<file path="src/rtl/regfile_wb_arbiter.sv">
// rtl/regfile_wb_arbiter.sv - register file write-port owner: post-reset clear pass, then round-robin writeback arbitration
module regfile_wb_arbiter #(
    parameter int NUM_REQ  = 3,
    parameter int ADDR_W   = 5,
    parameter int DATA_W   = 32,
    parameter int REG_NUM  = 32,
    parameter int CLEAR_EN = 1
) (
    input  logic                      clk,
    input  logic                      rst,
    input  logic [NUM_REQ-1:0]        req_valid,
    input  logic [NUM_REQ*ADDR_W-1:0] req_addr,
    input  logic [NUM_REQ*DATA_W-1:0] req_data,
    output logic [NUM_REQ-1:0]        req_ready,
    output logic                      we,
    output logic [ADDR_W-1:0]         waddr,
    output logic [DATA_W-1:0]         wdata,
    output logic                      init_done
);

    localparam int PTR_W = $clog2(NUM_REQ);

    typedef enum logic {
        ST_CLEAR,
        ST_RUN
    } state_t;

    state_t              state_q, state_d;
    logic [ADDR_W-1:0]   clr_cnt_q, clr_cnt_d;
    logic [PTR_W-1:0]    rr_ptr_q, rr_ptr_d;
    logic                we_q, we_d;
    logic [ADDR_W-1:0]   waddr_q, waddr_d;
    logic [DATA_W-1:0]   wdata_q, wdata_d;
    logic                init_done_q, init_done_d;

    logic                grant_vld;
    logic [PTR_W-1:0]    grant_idx;
    logic [PTR_W:0]      scan_idx;
    logic [ADDR_W-1:0]   sel_addr;
    logic [DATA_W-1:0]   sel_data;

    // Scan from rr_ptr upward with wrap; the extra bit keeps ptr+offset from overflowing.
    always_comb begin
        grant_vld = 1'b0;
        grant_idx = '0;
        scan_idx  = '0;
        if (!rst && state_q == ST_RUN) begin
            for (int i = 0; i < NUM_REQ; i++) begin
                scan_idx = {1'b0, rr_ptr_q} + (PTR_W+1)'(i);
                if (scan_idx >= (PTR_W+1)'(NUM_REQ)) begin
                    scan_idx = scan_idx - (PTR_W+1)'(NUM_REQ);
                end
                if (!grant_vld && req_valid[scan_idx[PTR_W-1:0]]) begin
                    grant_vld = 1'b1;
                    grant_idx = scan_idx[PTR_W-1:0];
                end
            end
        end
    end

    always_comb begin
        req_ready = '0;
        if (grant_vld) begin
            req_ready[grant_idx] = 1'b1;
        end
    end

    always_comb begin
        sel_addr = '0;
        sel_data = '0;
        for (int j = 0; j < NUM_REQ; j++) begin
            if (grant_idx == PTR_W'(j)) begin
                sel_addr = req_addr[j*ADDR_W +: ADDR_W];
                sel_data = req_data[j*DATA_W +: DATA_W];
            end
        end
    end

    always_comb begin
        state_d     = state_q;
        clr_cnt_d   = clr_cnt_q;
        rr_ptr_d    = rr_ptr_q;
        we_d        = 1'b0;
        waddr_d     = waddr_q;
        wdata_d     = wdata_q;
        init_done_d = init_done_q;
        case (state_q)
            ST_CLEAR: begin
                we_d      = 1'b1;
                waddr_d   = clr_cnt_q;
                wdata_d   = '0;
                clr_cnt_d = clr_cnt_q + 1'b1;
                if (clr_cnt_q == ADDR_W'(REG_NUM-1)) begin
                    state_d     = ST_RUN;
                    init_done_d = 1'b1;
                end
            end
            ST_RUN: begin
                if (grant_vld) begin
                    rr_ptr_d = (grant_idx == PTR_W'(NUM_REQ-1)) ? '0 : grant_idx + 1'b1;
                    // $0 is hardwired: accept the request but suppress the write.
                    if (sel_addr != '0) begin
                        we_d    = 1'b1;
                        waddr_d = sel_addr;
                        wdata_d = sel_data;
                    end
                end
            end
            default: state_d = ST_RUN;
        endcase
    end

    always_ff @(posedge clk) begin
        if (rst) begin
            state_q     <= (CLEAR_EN != 0) ? ST_CLEAR : ST_RUN;
            clr_cnt_q   <= ADDR_W'(1);
            rr_ptr_q    <= '0;
            we_q        <= 1'b0;
            waddr_q     <= '0;
            wdata_q     <= '0;
            init_done_q <= (CLEAR_EN == 0);
        end else begin
            state_q     <= state_d;
            clr_cnt_q   <= clr_cnt_d;
            rr_ptr_q    <= rr_ptr_d;
            we_q        <= we_d;
            waddr_q     <= waddr_d;
            wdata_q     <= wdata_d;
            init_done_q <= init_done_d;
        end
    end

    assign we        = we_q;
    assign waddr     = waddr_q;
    assign wdata     = wdata_q;
    assign init_done = init_done_q;

endmodule

</file>
<file path="config.mk">
export PLATFORM = sky130hd
export DESIGN_NAME = regfile_wb_arbiter
export DESIGN_NICKNAME = d
export VERILOG_FILES = /design/src/rtl/regfile_wb_arbiter.sv
export SDC_FILE = /design/constraint.sdc
export NUM_CORES = 1
export LEC_CHECK = 0
export BUFFER_PORTS_ARGS = -buffer_cell sky130_fd_sc_hd__buf_2
export CAP_MARGIN = 20
export CORE_ASPECT_RATIO = 0.9
export CORE_UTILIZATION = 46
export DETAILED_ROUTE_END_ITERATION = 16
export PLACE_DENSITY = 0.86
export SETUP_SLACK_MARGIN = 0.05
export SYNTH_ARGS = -nofsm -noshare
export SYNTH_HDL_FRONTEND = slang
export SYNTH_SLANG_ARGS = --single-unit
</file>
<file path="constraint.sdc">
create_clock -name clk -period 3.8 [get_ports clk]
set_input_delay 1.14 -clock clk [delete_from_list [all_inputs] [get_ports clk]]
set_output_delay 1.14 -clock clk [all_outputs]
set_load 0.05 [all_outputs]
</file>
After elaboration in Yosys (flattened, before gate mapping)
Index checks and enable logic that the tools add are counted.
{"block": "totals", "ff_bits": 47, "inputBits": 116, "output_inout_bits": 42}
{"block": "classes", "n_addsub": 7, "n_lt_le_gt_ge": 8, "eq_ne": 5, "muxes": 43, "bitwise_logic": 1, "reduce_logical": 12}
{"op": "two-way mux 32 bit", "n": 5}
{"op": "one-hot mux 32 bit (2 select lines)", "n": 1}
{"op": "two-way mux 5 bit", "n": 5}
{"op": "two-way mux 2 bit", "n": 11}
{"op": "two-way mux 1 bit", "n": 14}
{"op": "< comparator 2 x 3 -> 1 bit, second input constant", "n": 4}
{"op": "one-hot mux 5 bit (2 select lines)", "n": 1}
{"op": "binary-select mux 1 bit (select 2 bit)", "n": 3}
{"op": "greater-or-equal comparator 3 x 2 -> 1 bit, second input constant", "n": 2}
{"op": "AND reduction 2 bit", "n": 3}
{"op": "subtractor 2 bit, second input constant", "n": 3}
{"op": "adder 5 x 1 -> 5 bit, second input constant", "n": 1}
{"op": "equality test 5 bit, second input constant", "n": 1}
{"op": "nonzero test 5 bit", "n": 1}
{"op": "logical AND 1 bit", "n": 4}
{"op": "inequality test 2 x 1 -> 1 bit, second input constant", "n": 2}
{"op": "adder 2 x 1 -> 3 bit, second input constant", "n": 1}
{"op": "adder 2 x 2 -> 3 bit, second input constant", "n": 1}
{"op": "zero test 1 bit", "n": 3}
{"op": "two-way mux 3 bit", "n": 1}
{"op": "adder 2 x 1 -> 2 bit, second input constant", "n": 1}
{"op": "demux 1 bit (select 2 bit)", "n": 1}
{"op": "equality test 2 x 1 -> 1 bit, second input constant", "n": 1}
{"op": "equality test 2 bit, second input constant", "n": 1}
{"op": "other kinds (5)", "n": 5}

Depth between registers and ports, before layout
Gate-level depths: netlist (run 1).
{"block": "logic_depth", "ltp_word": 23, "ltp_mapped": 13, "mapped_depth_nobuf": 10}

Worst setup path before layout (run 1)
Ideal clock, no wire load.
{"block": "synth_path", "path_kind": "input -> output", "startpoint": "input port req_valid[2]", "endpoint": "output port req_ready[0]", "arrival_ns": 2.779, "required_time_ns": 2.660, "path_slack_ns": -0.119, "stages": 6, "path_buffers": 1, "cell_sequence": "nand4bb_1 > o21ai_0 > o211ai_1 > clkbuf_1 > o21ai_1 > nor2_1"}
{"block": "synth_between", "elab_chain_cells": 17, "word_cells_on_any_way": 26, "cone_classes": "order compare: 2; mux: 19; reduce/logical: 5"}
{"item": "from (decl)", "line_no": "11", "text": "input logic [NUM_REQ-1:0] req_valid,"}
{"item": "binary-select mux 1 bit (select 2 bit)", "line_no": "53", "text": "if (!grant_vld && req_valid[scan_idx[PTR_W-1:0]]) begin"}
{"item": "two-way mux 1 bit (not written as such)", "line_no": "53"}
{"item": "two-way mux 1 bit", "line_no": "53"}
{"item": "two-way mux 1 bit", "line_no": "47", "text": "if (!rst && state_q == ST_RUN) begin"}
{"item": "zero test 1 bit", "line_no": "53"}
{"item": "logical AND 1 bit", "line_no": "53"}
{"item": "two-way mux 1 bit", "line_no": "53"}
{"item": "two-way mux 1 bit", "line_no": "47"}
{"item": "zero test 1 bit", "line_no": "53"}
{"item": "logical AND 1 bit", "line_no": "53"}
{"item": "two-way mux 2 bit", "line_no": "53"}
{"item": "two-way mux 2 bit", "line_no": "47"}
{"item": "< comparator 2 x 3 -> 1 bit (not written as such) or greater-or-equal comparator 2 x 1 -> 1 bit (tied branches)", "line_no": "64", "text": "req_ready[grant_idx] = 1'b1;"}
{"item": "logical AND 1 bit (not written as such)", "line_no": "64"}
{"item": "two-way mux 1 bit (not written as such)", "line_no": "64"}
{"item": "demux 1 bit (select 2 bit)", "line_no": "64"}
{"item": "two-way mux 3 bit *", "line_no": "63", "text": "if (grant_vld) begin"}
{"item": "to (decl)", "line_no": "14", "text": "output logic [NUM_REQ-1:0] req_ready,"}
Mark *: on every way between the ends. The rest lies on a longest branch, timed or not. The select of a mux whose other input is x is not followed.

Final worst setup path (run 1)
{"block": "layout_path", "startpoint": "input port req_valid[1]", "endpoint": "register wdata_q[28], in the netlist wdata[28]"}
{"block": "layout_between", "elab_chain_cells": 19, "word_cells_on_any_way": 36, "cone_classes": "eq/ne: 4; mux: 25; reduce/logical: 7"}
{"item": "binary-select mux 1 bit (select 2 bit)", "line_no": "53"}
{"item": "two-way mux 1 bit (not written as such)", "line_no": "53"}
{"item": "two-way mux 1 bit", "line_no": "53"}
{"item": "two-way mux 1 bit", "line_no": "47"}
{"item": "zero test 1 bit", "line_no": "53"}
{"item": "logical AND 1 bit", "line_no": "53"}
{"item": "two-way mux 1 bit", "line_no": "53"}
{"item": "two-way mux 1 bit", "line_no": "47"}
{"item": "zero test 1 bit", "line_no": "53"}
{"item": "logical AND 1 bit", "line_no": "53"}
{"item": "two-way mux 2 bit", "line_no": "53"}
{"item": "two-way mux 2 bit", "line_no": "47"}
{"item": "zero test 2 bit", "line_no": "72", "text": "if (grant_idx == PTR_W'(j)) begin"}
{"item": "two-way mux 5 bit or two-way mux 32 bit (tied branches) (3 in series)", "line_no": "72"}
{"item": "nonzero test 5 bit or two-way mux 32 bit (tied branches)", "line_no": "102", "text": "if (sel_addr != '0) begin"}
{"item": "inequality test 2 x 1 -> 1 bit (no source line) or two-way mux 32 bit (tied branches)"}
{"item": "AND reduction 2 bit (no source line) or one-hot mux 32 bit (2 select lines) (tied branches)"}
{"item": "to (signal assigned)", "line_no": "128", "text": "wdata_q <= wdata_d;"}
{"item": "to (decl)", "line_no": "33", "text": "logic [DATA_W-1:0] wdata_q, wdata_d;"}
Parallel ways exist; a longest one is shown, timed or not. The select of a mux whose other input is x is not followed.
A chain may end at the register's enable or synchronous reset.

==> results of run 1 <==
[path summary, 6_finish.rpt]
kind,startpoint,endpoint,slack [ns],depth (start not counted)
max,req_valid[1],wdata[28]$_SDFFE_PP0P_,0.1,11
min,waddr[3]$_SDFFE_PP0P_,waddr[3]$_SDFFE_PP0P_,0.46,2
max reg2reg,rr_ptr_q[0]$_SDFFE_PP0P_,wdata[28]$_SDFFE_PP0P_,0.20,12
min reg2reg,waddr[3]$_SDFFE_PP0P_,waddr[3]$_SDFFE_PP0P_,0.46,2
[registers in the layout, summed over array words and instances (netlist names)]
name and cells:
clr_cnt_q 5, init_done 1, wdata 32, state_q 1, rr_ptr_q 2, we 1
waddr 5
[timing repair]
| action | 4_1_cts | 5_1_grt |
|---|---|---|
| buffers inserted | 0 | 4 |
| endpoints found under the setup margin | 0 | 8 |
| gates resized for setup | 0 | 7 |
| hold endpoints to repair | 0 | 0 |
[cell usage after synthesis, types with 2 or more instances]
cell       number  share of area, %
a21oi_1        56               9.2
nand2_1        51               6.3
dfxtp_1        47                31
inv_1          43               5.3
o32ai_2        29                15
nor2_1         17               2.1
clkbuf_1       15               1.8
o21ai_0        12               2.0
o22a_1         10               2.9
mux2i_1         7               2.3
ha_1            6               2.5
a221oi_1        5               1.4
nor2b_1         5               1.0
buf_4           4              0.98
buf_1           3              0.37
buf_6           3               1.1
o211ai_1        3              0.74
o21a_1          3              0.74
o21bai_1        3              0.74
o221ai_1        3              0.86
o32ai_1         3              0.86
a2111o_1        2              0.74
nand2b_1        2              0.41
nand3b_1        2              0.49
o2111ai_1       2              0.57
o22ai_1         2              0.41
o31a_1          2              0.57
o31ai_1         2              0.49
[worst max-delay path, cell delays in order]
cell	delay, ns
buf_2	0.14
mux2i_1	0.09
o211ai_1	0.40
o31ai_2	0.14
buf_4	0.16
buf_4	0.13
or3_1	0.38
a211o_4	0.37
o41a_4	0.52
buf_12	0.18
o32ai_1	0.23
[power breakdown]
| part | internal, mW | switching [mW] |
|---|---|---|
| registers | 0.500 | 0.00583 |
| logic | 0.0787 | 0.0826 |
| clock network | 0.143 | 0.157 |
[area by class of cell]
cell class | instances | area, sq um | area share [%]
Clock inverter | 1 | 5.00 | 0.122
Multi-Input combinational cell | 248 | 1830 | 44.6
Sequential cell | 47 | 941 | 22.9
Clock buffer | 6 | 82.6 | 2.01
Tap cell | 87 | 109 | 2.65
Antenna cell | 1 | 2.50 | 0.0608
Timing Repair Buffer | 178 | 975 | 23.7
Inverter | 44 | 165 | 4.02
[per-layer routing]
layer	vias to the layer above	global-route usage [%]
met5	-	0
met4	0	10.2
met3	21	4.68
met2	134	45.3
met1	1582	29.9
li1	1643	-
[placed cells by master (no fill, tap or decap), drive strengths merged, types with 2 or more instances in the layout]
cell type  count
a221oi         5
dfxtp         47
o41ai          2
a21oi         56
nor2b          5
o2111ai        2
o22a          10
o22ai          2
mux2i          7
o211ai         3
clkbuf         6
o21a           3
ha             6
nor2          17
o21ai         13
o31a           2
o32ai         32
inv           44
o221ai         3
o31ai          3
buf          178
nand2         51
a2111o         2
o21bai         3
nand3b         2
nand2b         2
[kinds of logic after synthesis]
family,Yosys count
AO/OA/AOI/OAI,149
AND/OR/NAND/NOR,84
buffers and inverters,70
flip-flops,47
multiplexers,7
adder cells (fa/ha/maj),6
XOR/XNOR,2
==> impl_metrics.py, run 1 <==
metrics = {
    "outcome": {
        "outcome": "complete, no violations",
    },
    "power_and_ir_drop": {
        "power_mw": 0.967,
        "ir_drop_v": 0.000242,
        "p_per_area_mw_per_mm2": 235,
        "power_leakage_nw": 1.74,
    },
    "yosys": {
        "synthCells": 365,
        "ys_types": 51,
        "synth_nets": 487,
        "syn_avg_cell_area_sq_um": 8.37,
        "yosysSeqAreaShare_pct": 30.8,
        "synth_top_family_by_area": "compound AO/OA/AOI/OAI gates",
        "synthFlopType": "dfxtp_1",
        "syn-cell-area_sq_mm": 0.00305,
        "synth_compound_area_share_pct": 42.0,
        "muxShareOfSynthArea_pct": 2.29,
        "synthAdderAreaFrac_pct": 2.46,
        "synth_xor_xnor_area_share_pct": 0.574,
        "synth-edff-count": 0,
        "synthArstFlopShare_pct": 0,
        "synth_simple_gate_area_share_pct": 12.0,
        "yosysWarnings": 0,
        "ys_ff_latch": 47,
    },
    "cts": {
        "clk_latency_ns": 0.30,
        "hold_buffers": 0,
        "cts_root_buf": "clkbuf_8",
        "clk_pin_slew_worst_paths_ns": 0.08,
        "htreeDepth": 2,
        "cts_tree": "yes",
        "clockBufferDepth": 2,
        "cts_buffers": 5,
        "cts_sinks": 47,
    },
    "sta": {
        "rsz0062_at_grt": "yes",
        "fin_ws_ns": 0.0952,
        "fmax_mhz": 270,
        "drv_slew": 0,
        "finalCritPeriodShare_pct": 97.5,
        "fin_hold_ws_ns": 0.465,
        "setup_violations": 0,
        "worst_pin_slew_ns": 0.659,
        "min_period_ns": 3.70,
        "max_slew_margin_pct": 56.0,
        "clock_skew_ns": 0.0110,
        "setup_tns_ns": 0,
        "hold_viol": 0,
    },
    "cells_and_area": {
        "nets": 646,
        "drive_gt1_share_pct": 42.7,
        "area_delta_synth_final_pct": 34.7,
        "n_fill_cell": 542,
        "post-route-util_pct": 65.8,
        "fin_cells": 612,
        "final_cell_area_sq_mm": 0.00411,
    },
    "die": {
        "ios": 158,
        "die-area_sq_mm": 0.00697,
        "design.core.area_sq_mm": 0.00625,
        "die_h_microns": 79.3,
        "rows": 27,
        "die_w_microns": 87.9,
        "initial_utilization_pct": 48.9,
    },
    "placement": {
        "place_area_sq_mm": 0.00397,
        "placed_cells": 600,
        "place_worst_setup_slack_ns": -0.0248,
        "gp_congestion": 0.932,
        "port_buffers": 157,
        "dp_hpwl_microns": 7030,
    },
    "detailed_routing": {
        "num_vias": 3380,
        "drt-total-wl_microns": 9210,
        "drc_errors": 0,
        "wl_per_cell_microns": 15.0,
        "viasPerCell": 5.52,
        "drt_iter0_markers": 135,
        "dr.pass1.iters": 4,
        "route.met3.wl_microns": 545,
        "dr_wl_met2_microns": 4600,
        "top_layer": "met4",
        "met1_length_microns": 3860,
        "ant_nets": 0,
    },
    "worst_hold_path": {
        "hp-class": "reg -> reg",
    },
    "setup_path": {
        "worstPathMaxFanout": 24,
        "crit_type": "in -> reg",
        "crit_path_end_kind": "flip-flop",
        "cp.required_ns": 4.00,
        "arrival_ns": 3.90,
        "start_kind": "primary input",
    },
    "grt": {
        "antenna_found_initial": 1,
        "grt-ovfl-total": 0,
        "grt_pass1_vias": 3111,
        "groute.usage.overall_pct": 25.5,
        "grt_start_max_net_pins": 49,
        "grt_pass1_wl_microns": 13900,
    },
    "flow_run": {
        "maxCapViolCount": 0,
    },
}
No activity file was read; power rests on OpenSTA's default activity.
==> run 2, diff against run 1 <==
==> constraint.sdc (replaced) <==
create_clock -name clk -period 3.8 [get_ports clk]
set_input_delay 0.76 -clock clk [delete_from_list [all_inputs] [get_ports clk]]
set_output_delay 0.76 -clock clk [all_outputs]
set_load 0.05 [all_outputs]
==> impl_metrics.py, run 2 (synthesis results as in run 1) <==
metrics = {
    "outcome": {
        "outcome": "complete, no violations",
    },
    "cts": {
        "cts_sinks": 47,
        "clk_latency_ns": 0.30,
        "clk_pin_slew_worst_paths_ns": 0.08,
        "cts_root_buf": "clkbuf_8",
        "cts_buffers": 5,
        "clockBufferDepth": 2,
        "htreeDepth": 2,
        "cts_tree": "yes",
    },
    "die": {
        "die_h_microns": 79.3,
        "ios": 158,
        "initial_utilization_pct": 48.9,
        "design.core.area_sq_mm": 0.00625,
        "rows": 27,
        "die-area_sq_mm": 0.00697,
        "die_w_microns": 87.9,
    },
    "cells_and_area": {
        "n_fill_cell": 560,
        "drive_gt1_share_pct": 40.9,
        "area_delta_synth_final_pct": 31.7,
        "layout_commonest_cell": "buf_2",
        "layout_common_cells": "157 x buf_2, 56 x a21oi_1, 51 x nand2_1, 47 x dfxtp_1, 43 x inv_1",
        "nets": 637,
        "n_antenna_cell": 0,
        "post-route-util_pct": 64.4,
        "largest_reg_flops": 32,
    },
    "setup_path": {
        "crit_path_end_kind": "output pin",
        "arrival_ns": 2.75,
        "worstPathMaxFanout": 37,
        "crit_type": "reg -> out",
        "cp.required_ns": 3.04,
        "start_kind": "flip-flop",
    },
    "grt": {
        "groute.usage.overall_pct": 24.8,
        "antenna_found_initial": 0,
        "grt_pass1_wl_microns": 13600,
        "grt_pass1_vias": 3054,
        "grt-ovfl-total": 0,
        "grt_start_max_net_pins": 49,
    },
    "sta": {
        "min_period_ns": 3.51,
        "setup_tns_ns": 0,
        "rsz0062_at_grt": "no",
        "clock_skew_ns": 0.00939,
        "drv_slew": 0,
        "worst_pin_slew_ns": 0.671,
        "setup_violations": 0,
        "finalCritPeriodShare_pct": 92.3,
        "max_slew_margin_pct": 55.0,
        "fmax_mhz": 285,
        "hold_viol": 0,
    },
    "placement": {
        "dp_hpwl_microns": 6670,
        "gp_congestion": 0.903,
        "port_buffers": 157,
    },
    "detailed_routing": {
        "dr.pass1.iters": 6,
        "drt-total-wl_microns": 9020,
        "ant_nets": 0,
        "drc_errors": 0,
        "viasPerCell": 5.51,
        "wl_per_cell_microns": 15.0,
        "num_vias": 3322,
        "drt_iter0_markers": 110,
    },
    "power_and_ir_drop": {
        "power.share.clock_pct": 32.2,
        "power.switching_mw": 0.254,
        "ir_drop_v": 0.000226,
        "switching_share_pct": 25.9,
        "p_per_area_mw_per_mm2": 244,
        "intPower_mw": 0.727,
        "combPwrFrac_pct": 16.2,
        "power_leakage_nw": 1.69,
        "seqPwrFrac_pct": 51.5,
    },
    "flow_run": {
        "maxCapViolCount": 0,
    },
    "worst_hold_path": {
        "hp-class": "reg -> reg",
    },
}
## run 2: cell types whose count changed in the layout (fill, tap and decap cells not counted), sizes merged
cell    delta
o41a       +1
clkbuf     +1
buf       -10
diode      -1
## run 2: worst paths after layout
kind / startpoint / depth (start not counted) / endpoint / slack (ns)
hold reg to reg: waddr[4]$_SDFFE_PP0P_ / 2 / waddr[4]$_SDFFE_PP0P_ / 0.47
setup reg to reg: rr_ptr_q[0]$_SDFFE_PP0P_ / 9 / wdata[13]$_SDFFE_PP0P_ / 0.37
setup / recovery: rr_ptr_q[0]$_SDFFE_PP0P_ / 9 / req_ready[0] / 0.29
hold / removal: waddr[4]$_SDFFE_PP0P_ / 2 / waddr[4]$_SDFFE_PP0P_ / 0.47
## run 2: power by group through the flow
stage	registers [mW]	logic [mW]	clock network, mW
floorplan	0.528	0.0656	0
global placement	0.517	0.154	0
detailed placement	0.517	0.157	0
CTS	0.505	0.158	0.322
global route	0.507	0.176	0.347
finish	0.506	0.159	0.316
## run 2: what timing repair did
item,4_1_cts,5_1_grt
hold buffers,0,0
resized for setup,0,2
setup endpoints to repair,0,7
setup buffers,0,0
## run 2: critical path: stages (launching register included)
cell and delay, ns:
dfxtp_1 0.38, inv_1 0.08, ha_1 0.42, nand4bb_1 0.20
o21ai_0 0.12, o211ai_1 0.22, buf_4 0.38, o21ai_1 0.19
nor2_1 0.18, buf_2 0.29
## run 2: cell type report
cell class | instances | area (sq um) | area share [%]
clock inverter | 1 | 8.76 | 0.218
inverter | 44 | 165 | 4.10
clock buffer | 7 | 86.3 | 2.15
timing repair buffer | 168 | 881 | 21.9
sequential | 47 | 941 | 23.4
tap | 87 | 109 | 2.71
multi-input combinational | 249 | 1830 | 45.6
## run 2: routing by layer
metal  vias to the layer above  GRT usage, %  routed length (microns)
li1                       1631             -                        -
met1                      1564          29.2                     3870
met2                       114          45.1                     4510
met3                        13          4.78                      520
met4                         0          7.21                      114
met5                         -             0                        0
## run 2: stage by stage
step | cells | hold slack [ns] | cell area [sq um] | total power, mW | setup slack [ns]
6_report | 603 | 0.472 | 4020 | 0.981 | 0.292
3_5_place_dp | 594 | 0.462 | 3910 | 0.674 | 0.296
5_1_grt | 603 | 0.504 | 4020 | 1.03 | 0.0619
3_3_place_gp | 594 | 0.455 | 3910 | 0.671 | 0.418
2_1_floorplan | 365 | 0.488 | 3050 | 0.594 | 0.563
4_1_cts | 602 | 0.480 | 4000 | 0.986 | 0.260
==> run 3, diff against run 2 <==
- PLACE_DENSITY: 0.86 -> 0.81
- REMOVE_ABC_BUFFERS: not set -> 1
==> impl_metrics.py, run 3 (synthesis results as in run 1) <==
metrics = {
    "detailed_routing": {
        "wl_per_cell_microns": 14.5,
        "dr.pass1.iters": 4,
        "drc_errors": 0,
        "drt-total-wl_microns": 8740,
        "viasPerCell": 5.49,
        "drt_iter0_markers": 144,
        "ant_nets": 0,
        "num_vias": 3301,
    },
    "grt": {
        "grt_start_max_net_pins": 50,
        "grt-ovfl-total": 0,
        "grt_pass1_wl_microns": 13200,
        "groute.usage.overall_pct": 23.9,
        "grt_pass1_vias": 2990,
        "antenna_found_initial": 0,
    },
    "die": {
        "rows": 27,
        "die_h_microns": 79.3,
        "die_w_microns": 87.9,
        "die-area_sq_mm": 0.00697,
        "design.core.area_sq_mm": 0.00625,
        "ios": 158,
        "initial_utilization_pct": 48.9,
    },
    "power_and_ir_drop": {
        "power_mw": 1.02,
        "seqPwrFrac_pct": 49.5,
        "power.switching_mw": 0.254,
        "power_leakage_nw": 1.70,
        "intPower_mw": 0.768,
        "power.share.clock_pct": 35.1,
        "switching_share_pct": 24.8,
        "combPwrFrac_pct": 15.4,
        "p_per_area_mw_per_mm2": 253,
        "ir_drop_v": 0.000138,
    },
    "worst_hold_path": {
        "hp-class": "reg -> reg",
    },
    "setup_path": {
        "worstPathMaxFanout": 37,
        "cp.required_ns": 3.04,
        "start_kind": "flip-flop",
        "crit_path_end_kind": "output pin",
        "crit_type": "reg -> out",
        "arrival_ns": 2.81,
    },
    "sta": {
        "worst_pin_slew_ns": 0.662,
        "setup_tns_ns": 0,
        "hold_viol": 0,
        "clock_skew_ns": 0.00634,
        "rsz0062_at_grt": "no",
        "setup_violations": 0,
        "max_slew_margin_pct": 54.7,
        "fin_hold_ws_ns": 0.481,
        "drv_slew": 0,
        "finalCritPeriodShare_pct": 93.9,
        "min_period_ns": 3.57,
        "fmax_mhz": 280,
    },
    "cells_and_area": {
        "n_antenna_cell": 0,
        "layout_commonest_cell": "buf_2",
        "area_delta_synth_final_pct": 32.5,
        "nets": 636,
        "largest_reg_flops": 32,
        "layout_common_cells": "157 x buf_2, 56 x a21oi_1, 51 x nand2_1, 47 x dfxtp_1, 42 x inv_1",
        "post-route-util_pct": 64.7,
        "drive_gt1_share_pct": 41.4,
    },
    "cts": {
        "cts_tree": "yes",
        "clk_pin_slew_worst_paths_ns": 0.09,
        "cts_sinks": 47,
        "cts_buffers": 5,
        "htreeDepth": 2,
        "post_cts_buffers": 0,
        "clk_latency_ns": 0.30,
        "cts_root_buf": "clkbuf_8",
        "clockBufferDepth": 2,
    },
    "placement": {
        "gp_congestion": 0.932,
        "dp_hpwl_microns": 6390,
        "port_buffers": 157,
    },
    "flow_run": {
        "maxCapViolCount": 0,
    },
    "outcome": {
        "outcome": "complete, no violations",
    },
}
-- run 3: timing repair --
item	CTS	global route
hold buffers	0	0
endpoints found under the setup margin	0	39
resized for setup	0	9
-- run 3: critical path, cell delays in order, from the launching register on --
cell       delay [ns]
dfxtp_1          0.39
inv_1            0.08
ha_1             0.46
nand4bb_1        0.21
o21ai_0          0.16
o211ai_1         0.32
buf_6            0.34
o21ai_1          0.15
nor2_1           0.13
buf_2            0.28
-- run 3: final cells by class --
cell class / instances / area, sq um
Fill cell: 543 / 2200
Multi-Input combinational cell: 249 / 1850
Sequential cell: 47 / 941
Timing Repair Buffer: 167 / 872
Inverter: 44 / 165
Tap cell: 87 / 109
Clock buffer: 5 / 68.8
Clock inverter: 2 / 37.5
-- run 3: final timing paths --
kind	slack [ns]	to	startpoint	depth (start not counted)
hold reg to reg	0.48	wdata[29]$_SDFFE_PP0P_	wdata[29]$_SDFFE_PP0P_	2
setup reg to reg	0.25	wdata[28]$_SDFFE_PP0P_	rr_ptr_q[0]$_SDFFE_PP0P_	9
setup / recovery	0.23	req_ready[0]	rr_ptr_q[0]$_SDFFE_PP0P_	9
hold / removal	0.48	wdata[29]$_SDFFE_PP0P_	wdata[29]$_SDFFE_PP0P_	2
-- run 3: stage by stage --
| stage | area (sq um) | setup WS, ns | cells |
|---|---|---|---|
| after floorplan | 2920 | -2.29 | 339 |
| after global placement | 3890 | 0.306 | 593 |
| after detailed placement | 3890 | 0.156 | 593 |
| after CTS | 3990 | 0.135 | 600 |
| after global routing | 4050 | 0.0517 | 601 |
| final | 4050 | 0.232 | 601 |
-- run 3: power by group through the flow --
stage / logic, mW / registers (mW) / clock network [mW]
CTS: 0.154 / 0.506 / 0.368
detailed placement: 0.154 / 0.517 / 0
finish: 0.157 / 0.506 / 0.359
global placement: 0.150 / 0.518 / 0
floorplan: 0.0566 / 0.528 / 0
global route: 0.172 / 0.507 / 0.388
-- run 3: per-layer routing --
layer	vias to the layer above	routed length, microns	track usage, %
li1	1628	-	-
met1	1510	3860	28.8
met2	146	4160	42.7
met3	17	601	4.78
met4	0	110	6.39
met5	-	0	0
